`config.mk`:
```
export PLATFORM = sky130hd
export DESIGN_NAME = vga_timing_gen
export DESIGN_NICKNAME = d
export VERILOG_FILES = /design/src/rtl/vga_timing_gen.sv
export SDC_FILE = /design/constraint.sdc
export NUM_CORES = 1
export LEC_CHECK = 0
export ABC_AREA = 1
export CORE_UTILIZATION = 46
export CTS_BUF_LIST = sky130_fd_sc_hd__clkbuf_16
export DETAILED_ROUTE_END_ITERATION = 8
export PLACE_DENSITY = 0.7
export SLEW_MARGIN = 30
export SYNTH_ARGS = -nofsm -noshare
export SYNTH_HDL_FRONTEND = slang
export SYNTH_SLANG_ARGS = --single-unit
```
`constraint.sdc`:
```
create_clock -name vga_clk -period 2.65 [get_ports vga_clk]
set_input_delay 0.265 -clock vga_clk [delete_from_list [all_inputs] [get_ports vga_clk]]
set_output_delay 0.265 -clock vga_clk [all_outputs]
set_load 0.01 [all_outputs]
```
`src/rtl/vga_timing_gen.sv`:
```
// 640x480@60Hz raster timing: pixel/line counters, sync/blank decode
// with a programmable alignment delay, and frame/line strobes.
module vga_timing_gen #(
  parameter int H_ACTIVE = 640,
  parameter int H_FP     = 16,
  parameter int H_SYNC   = 96,
  parameter int H_BP     = 48,
  parameter int V_ACTIVE = 480,
  parameter int V_FP     = 10,
  parameter int V_SYNC   = 2,
  parameter int V_BP     = 33,
  parameter int PIPE_DLY = 2
) (
  input  logic       vga_clk,
  input  logic       reset_n,
  output logic [9:0] DrawX,
  output logic [9:0] DrawY,
  output logic       hs,
  output logic       vs,
  output logic       blank,
  output logic       frame_start,
  output logic       line_start
);

  localparam int H_TOTAL = H_ACTIVE + H_FP + H_SYNC + H_BP;
  localparam int V_TOTAL = V_ACTIVE + V_FP + V_SYNC + V_BP;

  localparam int HS_BEG = H_ACTIVE + H_FP;
  localparam int HS_END = HS_BEG + H_SYNC;
  localparam int VS_BEG = V_ACTIVE + V_FP;
  localparam int VS_END = VS_BEG + V_SYNC;

  localparam logic [9:0] H_LAST = 10'(H_TOTAL - 1);
  localparam logic [9:0] V_LAST = 10'(V_TOTAL - 1);

  // {hs, vs, blank} as seen while idle / in reset
  localparam logic [2:0] IDLE = 3'b110;

  if (H_TOTAL > 1024) begin : g_bad_h
    $error("H_TOTAL must not exceed 1024");
  end
  if (V_TOTAL > 1024) begin : g_bad_v
    $error("V_TOTAL must not exceed 1024");
  end
  if (PIPE_DLY < 0 || PIPE_DLY > 4) begin : g_bad_dly
    $error("PIPE_DLY must be in 0..4");
  end

  logic [9:0]  hc_q;
  logic [9:0]  hc_d;
  logic [9:0]  vc_q;
  logic [9:0]  vc_d;
  logic        h_end;
  logic        v_end;
  logic [31:0] hx;
  logic [31:0] vy;
  logic        hs_r;
  logic        vs_r;
  logic        blank_r;
  logic [2:0]  raw;

  // Next pixel/line position; reset parks the raster at (0,0)
  always_comb begin
    h_end = (hc_q == H_LAST);
    v_end = (vc_q == V_LAST);
    hc_d  = hc_q + 10'd1;
    vc_d  = vc_q;
    if (h_end) begin
      hc_d = '0;
      vc_d = v_end ? '0 : vc_q + 10'd1;
    end
    if (!reset_n) begin
      hc_d = '0;
      vc_d = '0;
    end
  end

  // Raster counter registers
  always_ff @(posedge vga_clk) begin
    hc_q <= hc_d;
    vc_q <= vc_d;
  end

  assign DrawX = hc_q;
  assign DrawY = vc_q;

  // Undelayed sync/blank decode of the current coordinate
  always_comb begin
    hx      = {22'd0, hc_q};
    vy      = {22'd0, vc_q};
    hs_r    = !((hx >= HS_BEG) && (hx < HS_END));
    vs_r    = !((vy >= VS_BEG) && (vy < VS_END));
    blank_r = (hx < H_ACTIVE) && (vy < V_ACTIVE);
  end

  assign raw = {hs_r, vs_r, blank_r};

  // Strobes track the counters directly and stay quiet in reset
  assign line_start  = reset_n && (hc_q == '0);
  assign frame_start = line_start && (vc_q == '0);

  if (PIPE_DLY == 0) begin : g_nodly
    assign {hs, vs, blank} = raw;
  end else begin : g_dly
    logic [2:0] dly_q [PIPE_DLY];
    logic [2:0] dly_d [PIPE_DLY];

    // Shift raw decode along; reset flushes every stage to idle
    always_comb begin
      dly_d[0] = raw;
      for (int i = 1; i < PIPE_DLY; i++) begin
        dly_d[i] = dly_q[i-1];
      end
      if (!reset_n) begin
        for (int i = 0; i < PIPE_DLY; i++) begin
          dly_d[i] = IDLE;
        end
      end
    end

    // Alignment delay registers
    always_ff @(posedge vga_clk) begin
      for (int i = 0; i < PIPE_DLY; i++) begin
        dly_q[i] <= dly_d[i];
      end
    end

    assign {hs, vs, blank} = dly_q[PIPE_DLY-1];
  end

endmodule
```
# Yosys cells after proc, flatten, opt, wreduce, memory -nomap -nowiden
# Memories as Yosys holds them, arrays and structs flattened.
# Cells that the tools add are included.
[totals]
elab_cells = 26
out_inout_bits = 25
mem_bits_rw = 6
regBits = 20
mem_count = 1
in_bits = 2
[classes]
order_cmp = 6
reduce_logical = 10
eq_ne = 2
n_addsub = 2
muxes = 2
bitwise_logic = 1
[mem_list]
columns = ["memory", "depth", "word_bits", "read_ports", "rd_ports_with_merged_regs", "write_ports", "line_no", "rtl"]
rows = [
  ["g_dly.dly_q", 2, 3, 2, 0, 2, "105", "logic [2:0] dly_q [PIPE_DLY];"],
]
[ops]
columns = ["cell", "n"]
rows = [
  ["10-bit by 1-bit adder with 10-bit output, second input constant", 2],
  ["10-bit equality test, second input constant", 2],
  ["10-bit logical NOT", 2],
  ["10-bit < comparator, second input constant", 2],
  ["10-bit by 9-bit < comparator with 1-bit output, second input constant", 2],
  ["10-bit >= comparator, second input constant", 1],
  ["10-bit by 9-bit >= comparator with 1-bit output, second input constant", 1],
  ["10-bit two-way mux", 1],
  ["6-bit two-way mux", 1],
  ["1-bit logical AND", 5],
  ["1-bit logical NOT", 2],
  ["2-bit OR reduction", 1],
  ["1-bit inverter", 1],
]

# Logic depth before layout (Yosys ltp)
# Gate-level depths: netlist of run 1.
[depth]
word_depth = 4
depth_mapped = 9

# Worst setup path before layout of run 1
# Ideal clock, no wire load.
[synth_timing]
kind = "flip-flop to output port"
from = "register hc_q[0], in the netlist DrawX[0]"
to = "output port frame_start"
arrival_ns = 1.271
slack_ns = 1.114
path_stages_with_launch = 8
n_path_buf = 0
cell_sequence = "dfxtp_1 -> inv_1 -> ha_1 -> nand2_1 -> nor2_1 -> nand2_1 -> or2_2 -> nor3_1"
[synth_between]
elab_chain_cells = 3
[synth_rtl]
columns = ["item", "line_no", "rtl"]
rows = [
  ["from (decl)", "49", "logic [9:0] hc_q;"],
  ["from (signal assigned)", "80", "hc_q <= hc_d;"],
  ["10-bit logical NOT", "99", "assign line_start = reset_n && (hc_q == '0);"],
  ["1-bit logical AND", "99", ""],
  ["1-bit logical AND", "100", "assign frame_start = line_start && (vc_q == '0);"],
  ["to (decl)", "21", "output logic frame_start,"],
]
# Every way passes these cells.

# Worst setup path in the final report of run 1
# Same ends and word-level chain as after synthesis.

==> results of run 1 <==
-- worst max path at each step --
stage                   to     start  cells past startpoint  slack (ns)
2_1_floorplan  frame_start  DrawX[0]                      7        1.11
4_1_cts        frame_start  DrawX[0]                      8        0.31
3_3_place_gp   frame_start   reset_n                      5        0.46
3_5_place_dp   frame_start   reset_n                      5        0.46
6_report       frame_start  DrawX[0]                      8        0.29
5_1_grt        frame_start  DrawX[0]                      8        0.20
-- critical path, delay by kind of cell, from the launching register on --
family	cells	cell delay, ns
flops	1	0.36
simple gates	5	0.69
fa+ha+maj	1	0.14
buf+inv	2	0.66
-- state kept, by name, indices dropped and copies added, names as in the netlist --
name         cells
DrawX           10
DrawY           10
g_dly.dly_q      6
-- cell families after synthesis --
group                      synth area share, %
DFF                                      37.31
adders and majority gates                4.484
buffers and inverters                    7.713
xor gates and xnor gates                 1.884
AOI/OAI and AO/OA                        4.843
and+or+nand+nor                          43.77
-- power breakdown --
part           switching, uW  internal, uW
Combinational           27.7          25.8
Sequential              6.17           396
Clock                    124           200
Total                    158           622
-- cell type report --
class	instances	area, um2	area share, %
Inverter	26	102.6	5.791
Tap cell	31	38.79	2.189
Multi-Input combinational cell	145	767.0	43.29
Clock buffer	3	75.07	4.237
Timing Repair Buffer	27	267.8	15.11
Sequential cell	26	520.5	29.38
-- layer usage --
| metal | share of wire (%) | vias to the layer above | track usage [%] |
|---|---|---|---|
| met2 | 47 | 33 | 32.77 |
| met1 | 48 | 604 | 25.96 |
| met5 | 0 | - | 0 |
| met4 | 1.4 | 0 | 8.014 |
| met3 | 3.8 | 6 | 2.948 |
| li1 | - | 684 | - |
-- cell usage in the layout (no fill, tap or decap), types with 2 or more instances in the layout --
cell type,count
nor2_1,27
inv_1,25
nand2_1,48
a21oi_1,7
dfxtp_1,26
ha_1,5
clkbuf_16,3
nand3_1,20
clkdlybuf4s50_1,26
nand2_2,3
xor2_1,3
nor2_4,3
nor3_1,4
or2_2,3
nor2_2,8
nand2_4,2
nand4_1,5
-- per-stage QoR --
| step | power (uW) | setup WS, ns | util (%) |
|---|---|---|---|
| after detailed placement | 464.8 | 0.4617 | 60.48 |
| after global routing | 804.1 | 0.2012 | 63.16 |
| after global placement | 463.8 | 0.4583 | 60.48 |
| after floorplan | 440.7 | 1.114 | - |
| final | 779.2 | 0.2923 | 63.16 |
| after CTS | 785.5 | 0.3086 | 63.16 |
==> impl_metrics.ini, run 1 <==
[worst_hold_path]
min_from = g_dly.dly_q[0][0]
worstHoldEndpoint = g_dly.dly_q[0][3]
holdPathStages = 2
hold_path_class = reg -> reg

[floorplan]
initial_core_util_pct = 49.73
num_rows = 19
ios = 27
coreArea_mm2 = 0.002805
dieArea_mm2 = 0.003257
dieWidth_um = 57.07
die_y_um = 57.07

[clocking]
cts_resized = 0
clk_pin_slew_ns = 0.06
htree_levels = 1
ctsHoldBuffers = 0
clockBufferDepth = 2
cts_made_buffers = 3
cts.sinks = 26
post-cts-setup-buffer-count = 0
clock_latency_ns = 0.25
cts-root-buf = clkbuf_16
cts_tree = built

[finish]
area_growth_pct = 27.00
antennaDiodeCount = 0
fin_area_mm2 = 0.001772
final_nets = 236
fill_cells = 261
drive_gt1_share_pct = 11.89
fin_cells = 258

[logic_synthesis]
syn-cell-area_mm2 = 0.001395
synth_edf_count = 0
yosysTopAreaCell = dfxtp_1
ys_top_cells_by_count = nand2_1 (48), nor2_1 (27), dfxtp_1 (26), inv_1 (25), nand3_1 (20)
ys_seq_area_share_pct = 37.31
synthCells = 198
synth-seq-cells = 26
synth.most_common_cell = nand2_1
ys_warn_count = 0
synth_flop_cell = dfxtp_1
synth.distinct_cells = 24
async_reset_ff_share_pct = 0
syn_nets = 205
synth.top_cell.area_share_pct = 37.31
yosys-top-cells-area = dfxtp_1 (37%), nand2_1 (13%), nor2_1 (7.3%)
syn_area_per_cell_um2 = 7.046

[worst_setup_path]
critPathRequiredTime_ns = 2.38
critPathMaxStageDelay_ns = 0.58
crit_top_cell = nand2_1
crit_path_max_fanout = 6
cp_data_arrival_time_ns = 2.09
path_class = reg -> out
cp_cell_sequence = inv_1 > ha_1 > nand2_1 > nor2_1 > nand2_1 > or2_2 > nor3_1 > clkdlybuf4s50_1
r2r-end = DrawY[0]
start_kind = register
slowest_stage = clkdlybuf4s50_1
r2r_cells = 8
ff2ff_setup_slack_ns = 1.12
reg2reg_from = DrawX[0]
end_kind = output port

[placement]
hpwl_um = 2306
dp.cells = 255
gp_congestion = 0.9091
dpl_cell_area_mm2 = 0.001697
numPortBuffers = 26

[route]
drt-initial-drc-count = 49
ant_nets = 0
wirelength_um = 3013
avgViaCountPerCell = 5.143
route.detailed.drc = 4
dr.pass1.iters = 6
num_vias = 1327
wl_per_cell_um = 11.68

[timing]
slew_violations = 0
fin_skew_ns = 0.003568
fmax_mhz = 424.1
finalSetupViolations = 0
holdWs_ns = 0.4127
setup_tns_ns = 0
fin_crit_sh_pct = 88.97
layout_min_cycle_time_ns = 2.358
tightest_slew_ns = 0.2707
hold_violations = 0
slew_headroom_pct = 81.93
rsz0062_at_grt = no

[status]
outcome = complete, but fails checks
violations = design-rule violations

[power_and_ir_drop]
ir_drop_mv = 0.2814
p_per_area_mw_per_mm2 = 439.8
p_leak_uw = 0.0007092

[global_route]
grt_max_degree = 14
grt_usage_pct = 19.80
antenna_found_initial = 0
grt_first_pass_wirelength_um = 5064
grt_overflow = 0
grt_pass1_vias = 1260

[run]
cap_violations = 0
Power figures use the tool's default switching activity.
==> run 2: changes to the inputs <==
==> constraint.sdc (replaced) <==
create_clock -name vga_clk -period 3.01 [get_ports vga_clk]
set_input_delay 0.301 -clock vga_clk [delete_from_list [all_inputs] [get_ports vga_clk]]
set_output_delay 0.301 -clock vga_clk [all_outputs]
set_load 0.1 [all_outputs]
==> run 2 against run 1 <==
  * The run still ends with design-rule violations left
  * Die area is the same
  * Clock-buffer cell count stayed put
  * Sequential cell count unchanged
  * Register-to-register slack improved by 0.32 ns
  * Global-route usage fell by 0.77 points
  * Sequential power fell by 12%
  * Total power down 3.6%
  * Critical endpoint unchanged
  * Largest cell class unchanged
==> impl_metrics.ini, run 2 (synthesis results as in run 1) <==
[status]
outcome = complete, but fails checks
violations = design-rule violations

[global_route]
grt_pass1_vias = 1129
grt_first_pass_wirelength_um = 4912
grt_usage_pct = 19.03
grt_max_degree = 15
grt_overflow = 0
antenna_found_initial = 0

[placement]
numPortBuffers = 26
hpwl_um = 2270
gp_congestion = 0.7970

[power_and_ir_drop]
p_per_area_mw_per_mm2 = 431.0
ir_drop_mv = 0.2906
p_leak_uw = 0.0007602

[worst_setup_path]
r2r-end = DrawY[9]
start_kind = primary input
r2r_cells = 8
end_kind = output port
crit_path_max_fanout = 8
path_class = in -> out
critPathRequiredTime_ns = 2.71
startpoint = reset_n
reg2reg_from = DrawX[0]
cp_data_arrival_time_ns = 1.87
ff2ff_setup_slack_ns = 1.44

[floorplan]
coreArea_mm2 = 0.002805
dieWidth_um = 57.07
die_y_um = 57.07
num_rows = 19
ios = 27
initial_core_util_pct = 49.73
dieArea_mm2 = 0.003257

[route]
wl_per_cell_um = 11.51
wirelength_um = 2970
ant_nets = 0
drt-initial-drc-count = 31
dr.pass1.iters = 6
avgViaCountPerCell = 5.167
num_vias = 1333
route.detailed.drc = 6

[finish]
multi_input_area_um2 = 772.0
final_nets = 235
final_util_pct = 62.13
final_cell_mix = nand2_1 (48), nor2_1 (27), dfxtp_1 (26)
final_common_cell = nand2_1
ff_latch_area_um2 = 520.5
antennaDiodeCount = 0
area_growth_pct = 24.93
fill_cells = 260
drive_gt1_share_pct = 21.59

[timing]
tightest_slew_ns = 0.9623
fin_skew_ns = 0.002379
slew_headroom_pct = 35.65
holdWs_ns = 0.4136
setup_tns_ns = 0
hold_violations = 0
fin_crit_sh_pct = 72.29
fmax_mhz = 459.6
finalSetupViolations = 0
rsz0062_at_grt = no
layout_min_cycle_time_ns = 2.176
slew_violations = 0

[clocking]
cts_resized = 0
post-cts-setup-buffer-count = 0
cts_tree = built
cts_made_buffers = 3
clock_latency_ns = 0.26
clk_pin_slew_ns = 0.06
ctsHoldBuffers = 0
clockBufferDepth = 2
cts.sinks = 26
htree_levels = 1
cts-root-buf = clkbuf_16

[run]
cap_violations = 0

[worst_hold_path]
holdPathStages = 1
min_from = g_dly.dly_q[0][2]
hold_path_class = reg -> reg
worstHoldEndpoint = g_dly.dly_q[0][5]
[run 2: cell types whose count changed in the layout (fill, tap and decap cells not counted), sizes merged]
cell / change
clkdlybuf4s50: -22
buf: +21
clkinv: +1
[run 2: metal layers]
metal	up-vias	track usage (%)	part of all wire, %
li1	681	-	-
met1	612	26.81	49
met2	35	29.92	44
met3	5	2.721	4.6
met4	0	6.620	1.4
met5	-	0	0
[run 2: per-stage QoR]
step	power, uW	setup WS (ns)	cells	instance area [um2]
after floorplan	434.4	0.1154	198	1400
after global placement	458.5	0.8504	254	1664
after detailed placement	459.6	0.8236	254	1664
after CTS	754.8	0.8155	258	1743
after global routing	767.2	0.7234	258	1743
final	751.1	0.8340	258	1743
[run 2: how the worst max path moves through the flow]
| stage | endpoint | cells after the start |
|---|---|---|
| global route | frame_start | 5 |
| finish | frame_start | 5 |
| global placement | frame_start | 5 |
| floorplan | frame_start | 7 |
| CTS | frame_start | 5 |
| detailed placement | frame_start | 5 |
[run 2: layout make-up]
cell class                      instances  area share (%)
Clock buffer                            3           4.307
Clock inverter                          1          0.2154
Inverter                               26           5.887
Multi-Input combinational cell        145           44.29
Sequential cell                        26           29.86
Tap cell                               31           2.225
Timing Repair Buffer                   26           13.21
[run 2: critical path, stage by stage]
cell	delay (ns)
clkdlybuf4s50_1	0.72
nand4_1	0.13
or2_2	0.32
nor3_2	0.18
buf_12	0.21
[run 2: power by group]
part	switching (uW)	leakage, uW	internal (uW)
combinational	71.0	0.000511	26.3
clock	122	0.0000385	178
sequential	5.45	0.000211	349
total	198	0.000760	553
